**src/rtl/fpu_add_sub_pipe.sv**
```systemverilog
// Three-stage pipelined floating-point adder/subtractor.
// S1: unpack, classify, sort by magnitude, align the smaller significand.
// S2: add/subtract significands and normalize.
// S3: round to nearest even, pack, and raise flags {NV, OF, UF, NX}.
module fpu_add_sub_pipe #(
  parameter int EXPW  = 5,
  parameter int FRACW = 10
) (
  input  logic                  clock,
  input  logic                  reset,
  input  logic                  inValid,
  output logic                  inReady,
  input  logic [EXPW+FRACW:0]   opA,
  input  logic [EXPW+FRACW:0]   opB,
  input  logic                  sub,
  output logic                  outValid,
  input  logic                  outReady,
  output logic [EXPW+FRACW:0]   result,
  output logic [3:0]            flags
);
  localparam int W   = 1 + EXPW + FRACW;
  localparam int SW  = FRACW + 4;          // hidden + frac + guard/round/sticky
  localparam int EW1 = EXPW + 1;           // one spare bit to see overflow
  localparam logic [EXPW-1:0]  EONES = {EXPW{1'b1}};
  localparam logic [FRACW-1:0] FZERO = '0;
  localparam logic [W-1:0]     QNAN  = {1'b0, EONES, 1'b1, {(FRACW-1){1'b0}}};

  // ---------------- handshake ----------------
  logic v1_q, v2_q, v3_q;
  logic adv1, adv2, adv3;

  assign adv3    = !v3_q || outReady;
  assign adv2    = !v2_q || adv3;
  assign adv1    = !v1_q || adv2;
  assign inReady = adv1;

  // ---------------- S1: unpack / classify ----------------
  logic             sa, sb;
  logic [EXPW-1:0]  ea, eb;
  logic [FRACW-1:0] fa, fb;
  logic             a_nan, b_nan, a_inf, b_inf, a_snan, b_snan;

  assign sa = opA[W-1];
  assign ea = opA[W-2:FRACW];
  assign fa = opA[FRACW-1:0];
  assign sb = opB[W-1] ^ sub;             // effective sign of the second operand
  assign eb = opB[W-2:FRACW];
  assign fb = opB[FRACW-1:0];

  assign a_nan  = (&ea) && (|fa);
  assign b_nan  = (&eb) && (|fb);
  assign a_inf  = (&ea) && !(|fa);
  assign b_inf  = (&eb) && !(|fb);
  assign a_snan = a_nan && !fa[FRACW-1];
  assign b_snan = b_nan && !fb[FRACW-1];

  logic         s1_spec_d, s1_nv_d;
  logic [W-1:0] s1_sres_d;

  // Special-operand result: NaNs collapse to canonical NaN, infinities pass through.
  always_comb begin
    s1_spec_d = a_nan || b_nan || a_inf || b_inf;
    s1_nv_d   = 1'b0;
    s1_sres_d = QNAN;
    if (a_nan || b_nan)                s1_nv_d   = a_snan || b_snan;
    else if (a_inf && b_inf && sa != sb) s1_nv_d = 1'b1;
    else if (a_inf)                    s1_sres_d = {sa, EONES, FZERO};
    else if (b_inf)                    s1_sres_d = {sb, EONES, FZERO};
  end

  logic             swap;
  logic [EXPW-1:0]  el, es, el_eff, es_eff, diff;
  logic [FRACW-1:0] fl, fs;
  logic [FRACW:0]   sig_s_raw;
  logic [2*SW-1:0]  wide;
  logic [SW-1:0]    s1_sigl_d, s1_sigs_d;
  logic             s1_sl_d, s1_ss_d;

  // Sort by magnitude (ties keep opA as larger) and align the smaller operand.
  always_comb begin
    swap      = {eb, fb} > {ea, fa};
    el        = swap ? eb : ea;
    fl        = swap ? fb : fa;
    es        = swap ? ea : eb;
    fs        = swap ? fa : fb;
    s1_sl_d   = swap ? sb : sa;
    s1_ss_d   = swap ? sa : sb;
    el_eff    = (el == '0) ? EXPW'(1) : el;
    es_eff    = (es == '0) ? EXPW'(1) : es;
    diff      = el_eff - es_eff;
    sig_s_raw = {|es, fs};
    s1_sigl_d = {|el, fl, 3'b000};
    wide      = {sig_s_raw, 3'b000, {SW{1'b0}}} >> diff;
    if (32'(diff) >= SW - 1)
      s1_sigs_d = {{(SW-1){1'b0}}, |sig_s_raw};
    else
      s1_sigs_d = wide[2*SW-1:SW] | {{(SW-1){1'b0}}, |wide[SW-1:0]};
  end

  logic            s1_spec_q, s1_nv_q, s1_sl_q, s1_ss_q, s1_zs_q;
  logic [W-1:0]    s1_sres_q;
  logic [EXPW-1:0] s1_exp_q;
  logic [SW-1:0]   s1_sigl_q, s1_sigs_q;

  // S1 register: capture an accepted operand pair.
  always_ff @(posedge clock or posedge reset) begin
    if (reset) begin
      v1_q      <= 1'b0;
      s1_spec_q <= 1'b0;
      s1_nv_q   <= 1'b0;
      s1_sres_q <= '0;
      s1_sl_q   <= 1'b0;
      s1_ss_q   <= 1'b0;
      s1_zs_q   <= 1'b0;
      s1_exp_q  <= '0;
      s1_sigl_q <= '0;
      s1_sigs_q <= '0;
    end else if (adv1) begin
      v1_q <= inValid;
      if (inValid) begin
        s1_spec_q <= s1_spec_d;
        s1_nv_q   <= s1_nv_d;
        s1_sres_q <= s1_sres_d;
        s1_sl_q   <= s1_sl_d;
        s1_ss_q   <= s1_ss_d;
        s1_zs_q   <= sa && sb;            // only (-0)+(-0) yields a negative exact zero
        s1_exp_q  <= el_eff;
        s1_sigl_q <= s1_sigl_d;
        s1_sigs_q <= s1_sigs_d;
      end
    end
  end

  // ---------------- S2: add / normalize ----------------
  logic [SW:0]    sum;
  logic [SW-1:0]  s2_norm_d;
  logic [EW1-1:0] s2_exp_d;
  int             lz, lim, sh;

  // Add, then normalize: right 1 on carry, else left by lzc but not below exp 1.
  always_comb begin
    sum = (s1_sl_q ^ s1_ss_q) ? ({1'b0, s1_sigl_q} - {1'b0, s1_sigs_q})
                              : ({1'b0, s1_sigl_q} + {1'b0, s1_sigs_q});
    lz = SW;
    for (int i = 0; i < SW; i++)
      if (sum[i]) lz = SW - 1 - i;
    lim = int'(s1_exp_q) - 1;
    sh  = (lz < lim) ? lz : lim;
    if (sum[SW]) begin
      s2_norm_d = {sum[SW:2], sum[1] | sum[0]};
      s2_exp_d  = {1'b0, s1_exp_q} + EW1'(1);
    end else begin
      s2_norm_d = sum[SW-1:0] << sh;
      s2_exp_d  = EW1'(int'(s1_exp_q) - sh);
      if (!s2_norm_d[SW-1]) s2_exp_d = '0;  // shift was limited: subnormal
    end
  end

  logic           s2_spec_q, s2_nv_q, s2_sgn_q, s2_zs_q, s2_zero_q;
  logic [W-1:0]   s2_sres_q;
  logic [EW1-1:0] s2_exp_q;
  logic [SW-1:0]  s2_norm_q;

  // S2 register: normalized significand and exponent.
  always_ff @(posedge clock or posedge reset) begin
    if (reset) begin
      v2_q      <= 1'b0;
      s2_spec_q <= 1'b0;
      s2_nv_q   <= 1'b0;
      s2_sres_q <= '0;
      s2_sgn_q  <= 1'b0;
      s2_zs_q   <= 1'b0;
      s2_zero_q <= 1'b0;
      s2_exp_q  <= '0;
      s2_norm_q <= '0;
    end else if (adv2) begin
      v2_q <= v1_q;
      if (v1_q) begin
        s2_spec_q <= s1_spec_q;
        s2_nv_q   <= s1_nv_q;
        s2_sres_q <= s1_sres_q;
        s2_sgn_q  <= s1_sl_q;
        s2_zs_q   <= s1_zs_q;
        s2_zero_q <= (sum == '0);
        s2_exp_q  <= s2_exp_d;
        s2_norm_q <= s2_norm_d;
      end
    end
  end

  // ---------------- S3: round / pack / flags ----------------
  logic [FRACW:0]   mant;
  logic [FRACW+1:0] mr;
  logic             g, r, s, inc, nx, of;
  logic [EW1-1:0]   ex;
  logic [FRACW-1:0] fo;
  logic [W-1:0]     s3_res_d;
  logic [3:0]       s3_flg_d;

  // Round to nearest even, handle carry/overflow, select special or zero result.
  always_comb begin
    mant = s2_norm_q[SW-1:3];
    g    = s2_norm_q[2];
    r    = s2_norm_q[1];
    s    = s2_norm_q[0];
    inc  = g && (r || s || mant[0]);
    mr   = {1'b0, mant} + (FRACW+2)'(inc);
    ex   = s2_exp_q;
    fo   = mr[FRACW-1:0];
    if (mr[FRACW+1]) begin
      ex = ex + EW1'(1);
      fo = mr[FRACW:1];
    end else if (ex == '0 && mr[FRACW]) begin
      ex = EW1'(1);                       // subnormal rounded up to min normal
    end
    nx = g || r || s;
    of = ex >= {1'b0, EONES};
    if (s2_spec_q) begin
      s3_res_d = s2_sres_q;
      s3_flg_d = {s2_nv_q, 3'b000};
    end else if (s2_zero_q) begin
      s3_res_d = {s2_zs_q, {(W-1){1'b0}}};
      s3_flg_d = 4'b0000;
    end else if (of) begin
      s3_res_d = {s2_sgn_q, EONES, FZERO};
      s3_flg_d = 4'b0101;
    end else begin
      s3_res_d = {s2_sgn_q, ex[EXPW-1:0], fo};
      s3_flg_d = {2'b00, (ex == '0) && nx, nx};
    end
  end

  logic [W-1:0] s3_res_q;
  logic [3:0]   s3_flg_q;

  // S3 register: the visible result, held while the consumer stalls.
  always_ff @(posedge clock or posedge reset) begin
    if (reset) begin
      v3_q     <= 1'b0;
      s3_res_q <= '0;
      s3_flg_q <= '0;
    end else if (adv3) begin
      v3_q <= v2_q;
      if (v2_q) begin
        s3_res_q <= s3_res_d;
        s3_flg_q <= s3_flg_d;
      end
    end
  end

  assign outValid = v3_q;
  assign result   = s3_res_q;
  assign flags    = s3_flg_q;
endmodule

```
**config.mk**
```make
export PLATFORM = sky130hd
export DESIGN_NAME = fpu_add_sub_pipe
export DESIGN_NICKNAME = d
export VERILOG_FILES = /design/src/rtl/fpu_add_sub_pipe.sv
export SDC_FILE = /design/constraint.sdc
export NUM_CORES = 1
export LEC_CHECK = 0
export CELL_PAD_IN_SITES_DETAIL_PLACEMENT = 0
export CELL_PAD_IN_SITES_GLOBAL_PLACEMENT = 1
export CORE_MARGIN = 1.5
export CORE_UTILIZATION = 45
export DETAILED_ROUTE_END_ITERATION = 8
export PLACE_DENSITY_LB_ADDON = 0.1
export SLEW_MARGIN = 40
export SYNTH_ARGS = -nofsm -noshare
export SYNTH_HDL_FRONTEND = slang
export SYNTH_SLANG_ARGS = --single-unit
export TNS_END_PERCENT = 100
```
**constraint.sdc**
```tcl
create_clock -name clock -period 7.45 [get_ports clock]
set_clock_uncertainty 0.1 [all_clocks]
set_input_delay 0.745 -clock clock [delete_from_list [all_inputs] [get_ports clock]]
set_output_delay 0.745 -clock clock [all_outputs]
set_load 0.02 [all_outputs]
```
* Word level (Yosys, flattened, before mapping)
Index checks and enable logic that the tools add are counted.
** Storage, ports and cells
- Register bits after elaboration :: 115
- Output and inout port bits :: 22
- Logic and storage cells :: 130
** Operators by class
- $add $sub $neg :: 8
- Magnitude comparators :: 4
- Equality and inequality tests :: 1
- Shift-type cells :: 2
- Mux-type cells :: 43
- Bitwise logic cells :: 4
- Reduce and logical (&&, ||, !) cells :: 46
** Operators by type and width (number)
- $mux 32 :: 14
- $mux 16 :: 6
- $lt 32x6->1 :: 1
- $shl 14x32->14 :: 1
- $mux 10 :: 3
- $mux 15 :: 2
- $mux 14 :: 2
- $shr 28x5->28 :: 1
- $mux 6 :: 4
- $mux 5 :: 4
- $reduce_or 10->1 :: 2
- $add 14x14->15 :: 1
- $gt 15x15->1 :: 1
- $logic_not 15->1 :: 1
- $reduce_or 15->1 :: 1
- $sub 14x14->15 :: 1
- $or 14x1->14 :: 1
- $reduce_or 14->1 :: 1
- $add 11x1->12 :: 1
- $logic_and 1x1->1 :: 12
- $logic_not 6->1 :: 2
- $logic_or 1x1->1 :: 11
- $logic_not 5->1 :: 2
- $reduce_and 5->1 :: 2
- 17 further kinds :: 31

* Depth between registers and ports, before layout
Gate-level depths: netlist of the first run.
- Depth in word-level cells :: 21
- Depth in mapped cells :: 32
- Gate-level depth less buffers :: 30

* Worst setup path before layout of the first run
No wires, ideal clock.
- Path kind :: input -> register
- From :: input opA[1]
- To :: register s1_sigs_q[4]
- Setup time :: 83 ps
- Data arrival time :: 5444 ps
- Setup slack :: 1824 ps
- Stages :: 25
- Path buffers :: 4
- Cell sequence :: inv_1 ha_1 nor2b_1 o21a_1 o21a_1 o21ai_0 a21oi_1 a2111oi_0 nor2_1 clkbuf_1 clkbuf_1 clkbuf_1 o21ai_0 nand2_1 ha_1 inv_1 fa_1 xnor2_1 clkbuf_1 o21ai_0 a21oi_1 mux2i_1 a2bb2oi_1 o32a_1 o21ai_0
** On the way
- Cells in the longest elaborated chain, start to end :: 8
** RTL lines
- start: declaration :: line 13 : input logic [EXPW+FRACW:0] opA,
- $gt 15x15->1 :: line 81 : swap = {eb, fb} > {ea, fa};
- $mux 5, on equally long branches :: line 82, 84
- $logic_not 5->1, on equally long branches :: line 88, 89
- $mux 5, on equally long branches :: line 88, 89
- $sub 5x5->5 :: line 90 : diff = el_eff - es_eff;
- $shr 28x5->28 :: line 93 : wide = {sig_s_raw, 3'b000, {SW{1'b0}}} >> diff;
- $or 14x1->14 :: line 97 : s1_sigs_d = wide[2*SW-1:SW] | {{(SW-1){1'b0}}, |wide[SW-1:0]};
- $mux 14 (*) :: line 94 : if (32'(diff) >= SW - 1)
- end signal: assignment :: line 129 : s1_sigs_q <= s1_sigs_d;
- end: declaration :: line 103 : logic [SW-1:0] s1_sigl_q, s1_sigs_q;
Every way passes the cells marked *; elsewhere a longest branch is shown, timed or not.
A chain may end at the register's enable or synchronous reset.

* Final worst setup path of the first run
- From :: register s1_sigs_q[3]
- To :: register s2_exp_q[5]
** On the way
- Cells in the longest elaborated chain, start to end :: 18
** RTL lines
- $add 14x14->15 or $sub 14x14->15 (tied branches) :: line 143, 142
- $mux 15 (*) :: line 142 : sum = (s1_sl_q ^ s1_ss_q) ? ({1'b0, s1_sigl_q} - {1'b0, s1_sigs_q})
- $mux 32 (11 in series) :: line 146 : if (sum[i]) lz = SW - 1 - i;
- $lt 32x6->1 :: line 148 : sh = (lz < lim) ? lz : lim;
- $mux 32 :: line 148
- $sub 6x6->6 or $shl 14x32->14 (tied branches) :: line 154, 153
- $mux 6 :: line 155 : if (!s2_norm_d[SW-1]) s2_exp_d = '0;
- $mux 6 (*) :: line 149 : if (sum[SW]) begin
- end signal: assignment :: line 185 : s2_exp_q <= s2_exp_d;
- end: declaration :: line 161 : logic [EW1-1:0] s2_exp_q;
Marked as above.

==> qor.yml, run 1 <==
relSlewSlack: 0.465
drv_cap: 0
p_comb_frac: 0.709
cp-startpoint: "s1_sigs_q[3]"
avgSynthCellArea_um2: 7.96
die_y_um: 137
syn-num-nets: 1115
power_switching_w: 0.00220
seqPwrFrac: 0.186
ir_worst_vdd_v: 0.000231
hold_buffers: 0
cts.clk_slew.worst_paths_ps: 70
via_count: 7456
post-route-min-period_ps: 6400
io_buffer_count: 58
post_cts_buffers: 0
antenna_cells: 0
r2r_end: "s2_exp_q[5]"
setup_violations: 0
clk_latency_ps: 350
start_util: 0.464
root_buffer: "clkbuf_16"
grt_pass1_wl_um: 36400
status: "finished clean"
cp.arrival_ps: 6540
htree_num_levels: 3
synth_flop_cell: "dfrtp_1"
async_flop_share: 1.00
yosys_warnings: 0
worst_setup_path_start_kind: "register"
worstPathRequired_ps: 7590
crit_end: "s2_exp_q[5]"
fmax_mhz: 156
dp_slack_ps: 1030
p_per_area_nw_per_um2: 471
worst_hold_slack_ps: 363
routed_wl_um: 22300
nets: 1141
drive_above_1_share: 0.0780
slew_viol_final: 0
antenna_found_initial: 0
hold_violations: 0
grt_pass1_vias: 6991
max_slew.worst_pin.slew_ps: 803
cts_resized: 0
critical_path_class: "register to register"
pin_count: 59
dieWidth_um: 137
core_area_um2: 17500
synth_enable_flop_cells: 0
ys_ff_latch: 89
cts_sinks: 89
ant_nets: 0
place_inst: 1260
p_clk_frac: 0.105
rrSetupSlack_ps: 1050
sw_frac_of_total: 0.511
hp-class: "register to register"
rows: 48
die_area_um2: 18800
place.gp.congestion: 0.909
internal_power_w: 0.00210
grt_max_degree: 73
synthCells: 1020
yosysSeqAreaShare: 0.274
grt_use_total: 0.244
crit_path_end_kind: "register"
drtIter0Drc: 450
numCtsBuffers: 9
ys_types: 93
syn_area_um2: 8120
cp_max_fo: 15
stdcell_count: 1276
area_growth_pct: 12.5
clock_path_buffers: 2
hpwlAfterDp_um: 17400
fill_cells: 1691
setup_tns_ps: 0
reg2regPathDepth: 25
vias_per_cell: 5.84
cellLeakagePower_nw: 3.92
period_share: 0.859
drc: 0
worstReg2RegStart: "s1_sigs_q[3]"
grt.overflow.total: 0
rsz0062_at_grt: "false"
cts_tree: "done"
firstDrtPassIters: 5
fin_ws_ps: 1050
routedWlPerCell_um: 17.5
## stage by stage
stage	util	cell area (um^2)	total power, W
CTS	0.522	9120	0.00428
floorplan	-	8120	0.00309
detailed placement	0.505	8830	0.00381
finish	0.522	9130	0.00430
global route	0.522	9130	0.00466
global placement	0.505	8820	0.00381
## flip-flops by register name, indices dropped and copies added (netlist names), 3 cells and up
| signal | cells |
|---|---|
| s1_sigl_q | 11 |
| result | 16 |
| s1_exp_q | 5 |
| s1_sres_q | 3 |
| s2_norm_q | 14 |
| s2_sres_q | 3 |
| flags | 4 |
| s1_sigs_q | 14 |
| s2_exp_q | 6 |
## metal layers
layer / track usage / vias up / part of all wire
met2: 0.422 / 197 / 0.49
met5: 0 / - / 0
met3: 0.0412 / 29 / 0.042
li1: - / 3698 / -
met1: 0.318 / 3532 / 0.45
met4: 0.0614 / 0 / 0.019
## kinds of logic (layout without fill, tap and decap cells)
group,count (synthesis),after routing,synth area share
AND/OR/NAND/NOR,376,376,0.218
adder cells (fa/ha/maj),58,58,0.0922
buffers and inverters,110,141,0.0572
multiplexers,48,48,0.0671
AO/OA/AOI/OAI,297,297,0.241
flip-flops,89,89,0.274
XOR/XNOR,42,42,0.0504
## cells in the mapped netlist, drive strengths merged, types with 4 or more instances
| cell type | instances | share of area |
|---|---|---|
| nand2 | 141 | 0.066 |
| o21ai | 108 | 0.068 |
| dfrtp | 89 | 0.27 |
| nor2 | 88 | 0.042 |
| a21oi | 66 | 0.041 |
| inv | 57 | 0.027 |
| ha | 55 | 0.085 |
| clkbuf | 41 | 0.019 |
| nand3 | 35 | 0.022 |
| mux2i | 34 | 0.043 |
| nor3 | 26 | 0.016 |
| xnor2 | 26 | 0.032 |
| nand4 | 17 | 0.013 |
| xor2 | 16 | 0.018 |
| a31oi | 13 | 0.012 |
| a211oi | 12 | 0.013 |
| mux2 | 12 | 0.018 |
| buf | 11 | 0.011 |
| nand2b | 11 | 0.0085 |
| or3 | 11 | 0.010 |
| and2 | 10 | 0.0080 |
| o21a | 10 | 0.0093 |
| a22oi | 9 | 0.0083 |
| a21o | 8 | 0.0074 |
| and3 | 8 | 0.0062 |
| nor2b | 8 | 0.0062 |
| o31ai | 8 | 0.0080 |
| nor4 | 7 | 0.0062 |
| o211ai | 7 | 0.0082 |
| o221ai | 6 | 0.0072 |
| a221o | 5 | 0.0062 |
| a2111oi | 4 | 0.0043 |
| a221oi | 4 | 0.0043 |
| a22o | 4 | 0.0043 |
| a2bb2oi | 4 | 0.0043 |
## worst min path at each step
stage | endpoint | slack [ps] | cells after the start | from
2_1_floorplan | s2_sres_q[14] | 330 | 2 | s1_sres_q[14]
3_3_place_gp | s1_sres_q[14] | 350 | 1 | s1_sres_q[14]
3_5_place_dp | s2_sres_q[14] | 350 | 2 | s1_sres_q[14]
4_1_cts | s2_sres_q[9] | 370 | 2 | s1_sres_q[9]
5_1_grt | s2_nv_q | 390 | 2 | s2_nv_q
6_report | s2_sres_q[14] | 360 | 2 | s1_sres_q[14]
## worst max-delay path, stage by stage, from the launching register on
cell and delay, ps:
dfrtp_1 410, inv_1 60, ha_1 230, or3_4 440, or3_4 370, a311oi_2 330
a31oi_2 110, xnor2_1 440, nand2_1 120, nor4_2 430, ha_1 350, a21oi_1 310
nand3_1 190, o21ai_1 170, mux2_2 460, inv_2 270, ha_1 330, o21ai_0 100
nand2b_1 110, a21oi_1 190, nor3b_1 70, a21oi_1 110, or3_1 130, nor2_1 40
a22o_1 230, o22a_1 170
## layout by cell type (no fill, tap or decap), types with 9 or more instances in the layout
cell type        synthesis  layout
dfrtp_1                 89      89
clkbuf_16                0       9
ha_1                    55      55
xor2_1                  15      15
mux2i_1                 33      33
nor3_1                  26      26
a22oi_1                  9       9
nand2_1                140     139
and2_1                   9       9
a21oi_1                 65      65
nand2b_1                11      11
mux2_2                   9       9
clkdlybuf4s50_1          0      58
o21a_1                  10      10
xnor2_1                 23      22
nand3_1                 35      35
o21ai_0                 99      99
a31oi_1                 10      10
inv_1                   54      53
nand4_1                 17      17
a211oi_1                10      10
nor2_1                  86      84
## power by group through the flow
stage                     Clock (W)  Sequential (W)  Combinational (W)
final                      0.000450        0.000799            0.00305
after global routing       0.000485        0.000825            0.00335
after CTS                  0.000461        0.000800            0.00302
after detailed placement          0        0.000810            0.00300
after global placement            0        0.000804            0.00301
after floorplan                   0        0.000806            0.00229
## final cells by class
type | instances | area (um^2) | share of cell area
sequential | 89 | 2230 | 0.244
clock buffer | 9 | 225 | 0.0247
inverter | 58 | 221 | 0.0243
clock inverter | 7 | 71.3 | 0.00781
multi-input combinational | 821 | 5450 | 0.597
tap | 225 | 282 | 0.0308
timing repair buffer | 67 | 652 | 0.0714
Power figures use the tool's default switching activity.
==> inputs of run 2 (changes only) <==
--- a/config.mk
+++ b/config.mk
@@ -7,7 +7,7 @@
 export LEC_CHECK = 0
 export CELL_PAD_IN_SITES_DETAIL_PLACEMENT = 0
 export CELL_PAD_IN_SITES_GLOBAL_PLACEMENT = 1
-export CORE_MARGIN = 1.5
+export CORE_MARGIN = 3
 export CORE_UTILIZATION = 45
 export DETAILED_ROUTE_END_ITERATION = 8
 export PLACE_DENSITY_LB_ADDON = 0.1
==> run 2 against run 1 <==
Compared with the run above:
- clock-buffer cell count unchanged
- maximum frequency increased by 3.2%
- critical endpoint unchanged
- cell count about the same
- hold slack about the same
- setup slack improved by 200 ps
- via count decreased by 0.19%
- largest cell class unchanged
==> qor.yml, run 2 (synthesized netlist as in run 1, its figures left out) <==
clk_latency_ps: 350
slowest_delay_ps: 420
drc: 0
root_buffer: "clkbuf_16"
dp_slack_ps: 1220
setup_violations: 0
critical_path_class: "register to register"
drv_cap: 0
critPathSlowestCell: "dfrtp_1"
crit_path_end_kind: "register"
hold_violations: 0
period_share: 0.832
clock_path_buffers: 2
fin_ws_ps: 1250
p_per_area_nw_per_um2: 473
cp.arrival_ps: 6340
post-route-min-period_ps: 6200
max_slew.worst_pin.slew_ps: 801
fill_cells: 1723
place.gp.congestion: 0.971
cts_sinks: 89
htree_num_levels: 3
grt.overflow.total: 0
post_cts_buffers: 0
die_area_um2: 19700
relSlewSlack: 0.466
routedWlPerCell_um: 17.8
layout_common_cells: "nand2_1 (139), o21ai_0 (99), dfrtp_1 (89)"
nets: 1142
antenna_cells: 0
ir_worst_vdd_v: 0.000225
grt_pass1_wl_um: 37700
slew_viol_final: 0
io_buffer_count: 58
rows: 48
crit_family: "compound AO/OA/AOI/OAI gates"
cts.clk_slew.worst_paths_ps: 70
grt_use_total: 0.233
fmax_mhz: 161
start_util: 0.464
routed_wl_um: 22800
area_growth_pct: 12.6
drtIter0Drc: 509
setup_tns_ps: 0
hpwlAfterDp_um: 17800
cts_resized: 0
hold_buffers: 0
firstDrtPassIters: 5
numCtsBuffers: 9
worst_setup_path_start_kind: "register"
multi_input_area_um2: 5450
largest_reg_flops: 16
grt_max_degree: 71
core_area_um2: 17500
dieWidth_um: 140
layout_commonest_cell: "nand2_1"
hp-class: "register to register"
antenna_found_initial: 0
grt_pass1_vias: 7112
register_area_um2: 2230
pin_count: 59
drive_above_1_share: 0.0789
rsz0062_at_grt: "false"
worstPathRequired_ps: 7590
via_count: 7442
vias_per_cell: 5.83
cts_tree: "done"
status: "finished clean"
cp_max_fo: 11
cellLeakagePower_nw: 3.93
die_y_um: 140
crit_buf_inv: 1
ant_nets: 0
-- run 2: layer usage --
metal | vias to the layer above | global-route usage | wire, um
met1 | 3506 | 0.316 | 10100
li1 | 3713 | - | -
met2 | 204 | 0.396 | 11300
met4 | 0 | 0.0525 | 314
met5 | - | 0 | 0
met3 | 19 | 0.0331 | 1100
-- run 2: final timing paths --
path,slack (ps),end,startpoint,depth (start not counted)
max in group asynchronous,5720,result[2],reset,3
setup / recovery,1250,s2_exp_q[5],s1_sigl_q[3],27
min in group asynchronous,580,s1_sigl_q[10],reset,2
hold / removal,360,result[5],result[5],2
setup reg to reg,1250,s2_exp_q[5],s1_sigl_q[3],27
hold reg to reg,360,result[5],result[5],2
-- run 2: report_power, final --
part           switching, W  total (W)  internal [W]
Sequential         0.000159   0.000796      0.000638
Combinational       0.00184    0.00307       0.00123
Clock              0.000221   0.000459      0.000237
-- run 2: cell type report --
type,count,share of cell area
well taps,225,0.0308
repair buffers,68,0.0722
inverters,58,0.0242
clock buffers,9,0.0246
flip-flops and latches,89,0.244
clock inverters,7,0.00808
multi-input cells,821,0.596
-- run 2: tightest hold or removal path: stages (launching register included) --
cell     delay (ps)
dfrtp_1         340
nand2_1          50
nand2_1          40
-- run 2: per-stage QoR --
step	std cells	hold WS, ps	utilization	area, um^2	power (W)
2_1_floorplan	1020	330	-	8120	0.00309
5_1_grt	1277	395	0.523	9140	0.00467
3_3_place_gp	1261	349	0.505	8820	0.00384
4_1_cts	1277	366	0.523	9130	0.00430
6_report	1277	364	0.523	9140	0.00432
3_5_place_dp	1261	351	0.506	8830	0.00382
==> inputs of run 3 (changes only) <==
==> constraint.sdc (replaced) <==
create_clock -name clock -period 6.27 [get_ports clock]
set_clock_uncertainty 0.1 [all_clocks]
set_input_delay 0.627 -clock clock [delete_from_list [all_inputs] [get_ports clock]]
set_output_delay 0.627 -clock clock [all_outputs]
set_load 0.02 [all_outputs]
==> run 3 against run 2 <==
Compared with the run above:
- maximum frequency rose by 6.6%
- hold slack got worse by 3.3 ps
- sequential share of layout area fell by 0.29 points
- clock power rose by 17%
- first-iteration DRC count rose by 0.20%
- routed wire length fell by 1.5%
- critical endpoint unchanged
==> qor.yml, run 3 (synthesized netlist as in run 1, its figures left out) <==
clk_latency_ps: 350
p_per_area_nw_per_um2: 564
place_inst: 1271
core_area_um2: 17500
r2r_end: "s2_exp_q[5]"
layout_common_cells: "nand2_1 (139), o21ai_0 (99), dfrtp_1 (89)"
worstPathRequired_ps: 6410
reg2regPathDepth: 27
drc: 0
die_y_um: 140
relSlewSlack: 0.456
critical_path_class: "register to register"
routedWlPerCell_um: 17.4
status: "finished clean"
grt.overflow.total: 0
layout_commonest_cell: "nand2_1"
stdcell_count: 1288
firstDrtPassIters: 6
post-route-min-period_ps: 5810
largest_reg_flops: 16
min_to: "s2_spec_q"
hpwlAfterDp_um: 17600
setup_violations: 0
cts_tree: "done"
drtIter0Drc: 510
via_count: 7370
rsz0062_at_grt: "false"
setup_tns_ps: 0
cp.arrival_ps: 5960
antenna_found_initial: 0
cellLeakagePower_nw: 3.99
cp-startpoint: "s1_sigs_q[4]"
slowest_delay_ps: 450
grt_pass1_wl_um: 37000
drv_cap: 0
vias_per_cell: 5.72
max_slew.worst_pin.slew_ps: 813
rrSetupSlack_ps: 460
drive_above_1_share: 0.0884
antenna_cells: 0
pin_count: 59
ir_worst_vdd_v: 0.000252
start_util: 0.464
fmax_mhz: 172
place.gp.congestion: 0.948
cts.clk_slew.worst_paths_ps: 80
cp_max_fo: 15
nets: 1153
grt_max_degree: 74
ant_nets: 0
slew_viol_final: 0
worstHoldStart: "s1_spec_q"
routed_wl_um: 22400
period_share: 0.927
critPathSlowestCell: "mux2_2"
hp-class: "register to register"
numCtsBuffers: 9
crit_path_end_kind: "register"
hold_depth: 2
die_area_um2: 19700
worstReg2RegStart: "s1_sigs_q[4]"
rows: 48
p_total_w: 0.00522
grt_pass1_vias: 7093
root_buffer: "clkbuf_16"
hold_buffers: 0
area_growth_pct: 14.0
worst_hold_slack_ps: 360
io_buffer_count: 58
worst_setup_path_start_kind: "register"
htree_num_levels: 3
grt_use_total: 0.228
clock_path_buffers: 2
dieWidth_um: 140
hold_violations: 0
cts_sinks: 89
run 3: through the flow:
step            util  setup slack, ps  cell area [um^2]
2_1_floorplan      -              762              8120
3_3_place_gp   0.509              463              8900
3_5_place_dp   0.509              369              8900
4_1_cts        0.526              339              9200
5_1_grt        0.529             19.5              9250
6_report       0.529              456              9250
run 3: repair_timing:
action | CTS | global route
gates resized for setup | 0 | 8
setup buffers | 0 | 1
setup endpoints to repair | 0 | 2
run 3: report_power, final:
part           leakage (nW)  total (W)  switching, W  internal, W
Combinational          2.74    0.00374       0.00221      0.00153
Sequential             1.11   0.000941      0.000183     0.000758
Clock                 0.139   0.000536      0.000256     0.000280
Total                  3.99    0.00522       0.00265      0.00257
run 3: cell type report:
type,instances,area [um^2]
fillers,1697,8230
multi-input cells,821,5480
flip-flops and latches,89,2230
repair buffers,79,742
well taps,225,282
clock buffers,9,225
inverters,58,224
clock inverters,7,71.3
run 3: per-layer routing:
layer  GRT usage  share of wire
met2       0.386           0.49
met1       0.307           0.46
met5           0              0
met3      0.0341          0.036
met4      0.0566          0.021
run 3: worst max-delay path by stage:
stage / endpoint / slack (ps) / cells past startpoint
after global routing: s2_exp_q[5] / 20 / 29
after CTS: s2_exp_q[5] / 340 / 25
final: s2_exp_q[5] / 460 / 27
after floorplan: s1_sigs_q[4] / 760 / 25
after global placement: s2_exp_q[5] / 460 / 27
after detailed placement: s2_exp_q[5] / 370 / 25
run 3: worst max-delay path, delay by kind of cell, from the launching register on:
family | cells | cell delay, ps
buffers and inverters | 2 | 250
AO/OA/AOI/OAI | 11 | 2260
adder cells (fa/ha/maj) | 3 | 890
AND/OR/NAND/NOR | 10 | 1320
multiplexers | 1 | 450
flip-flops | 1 | 410
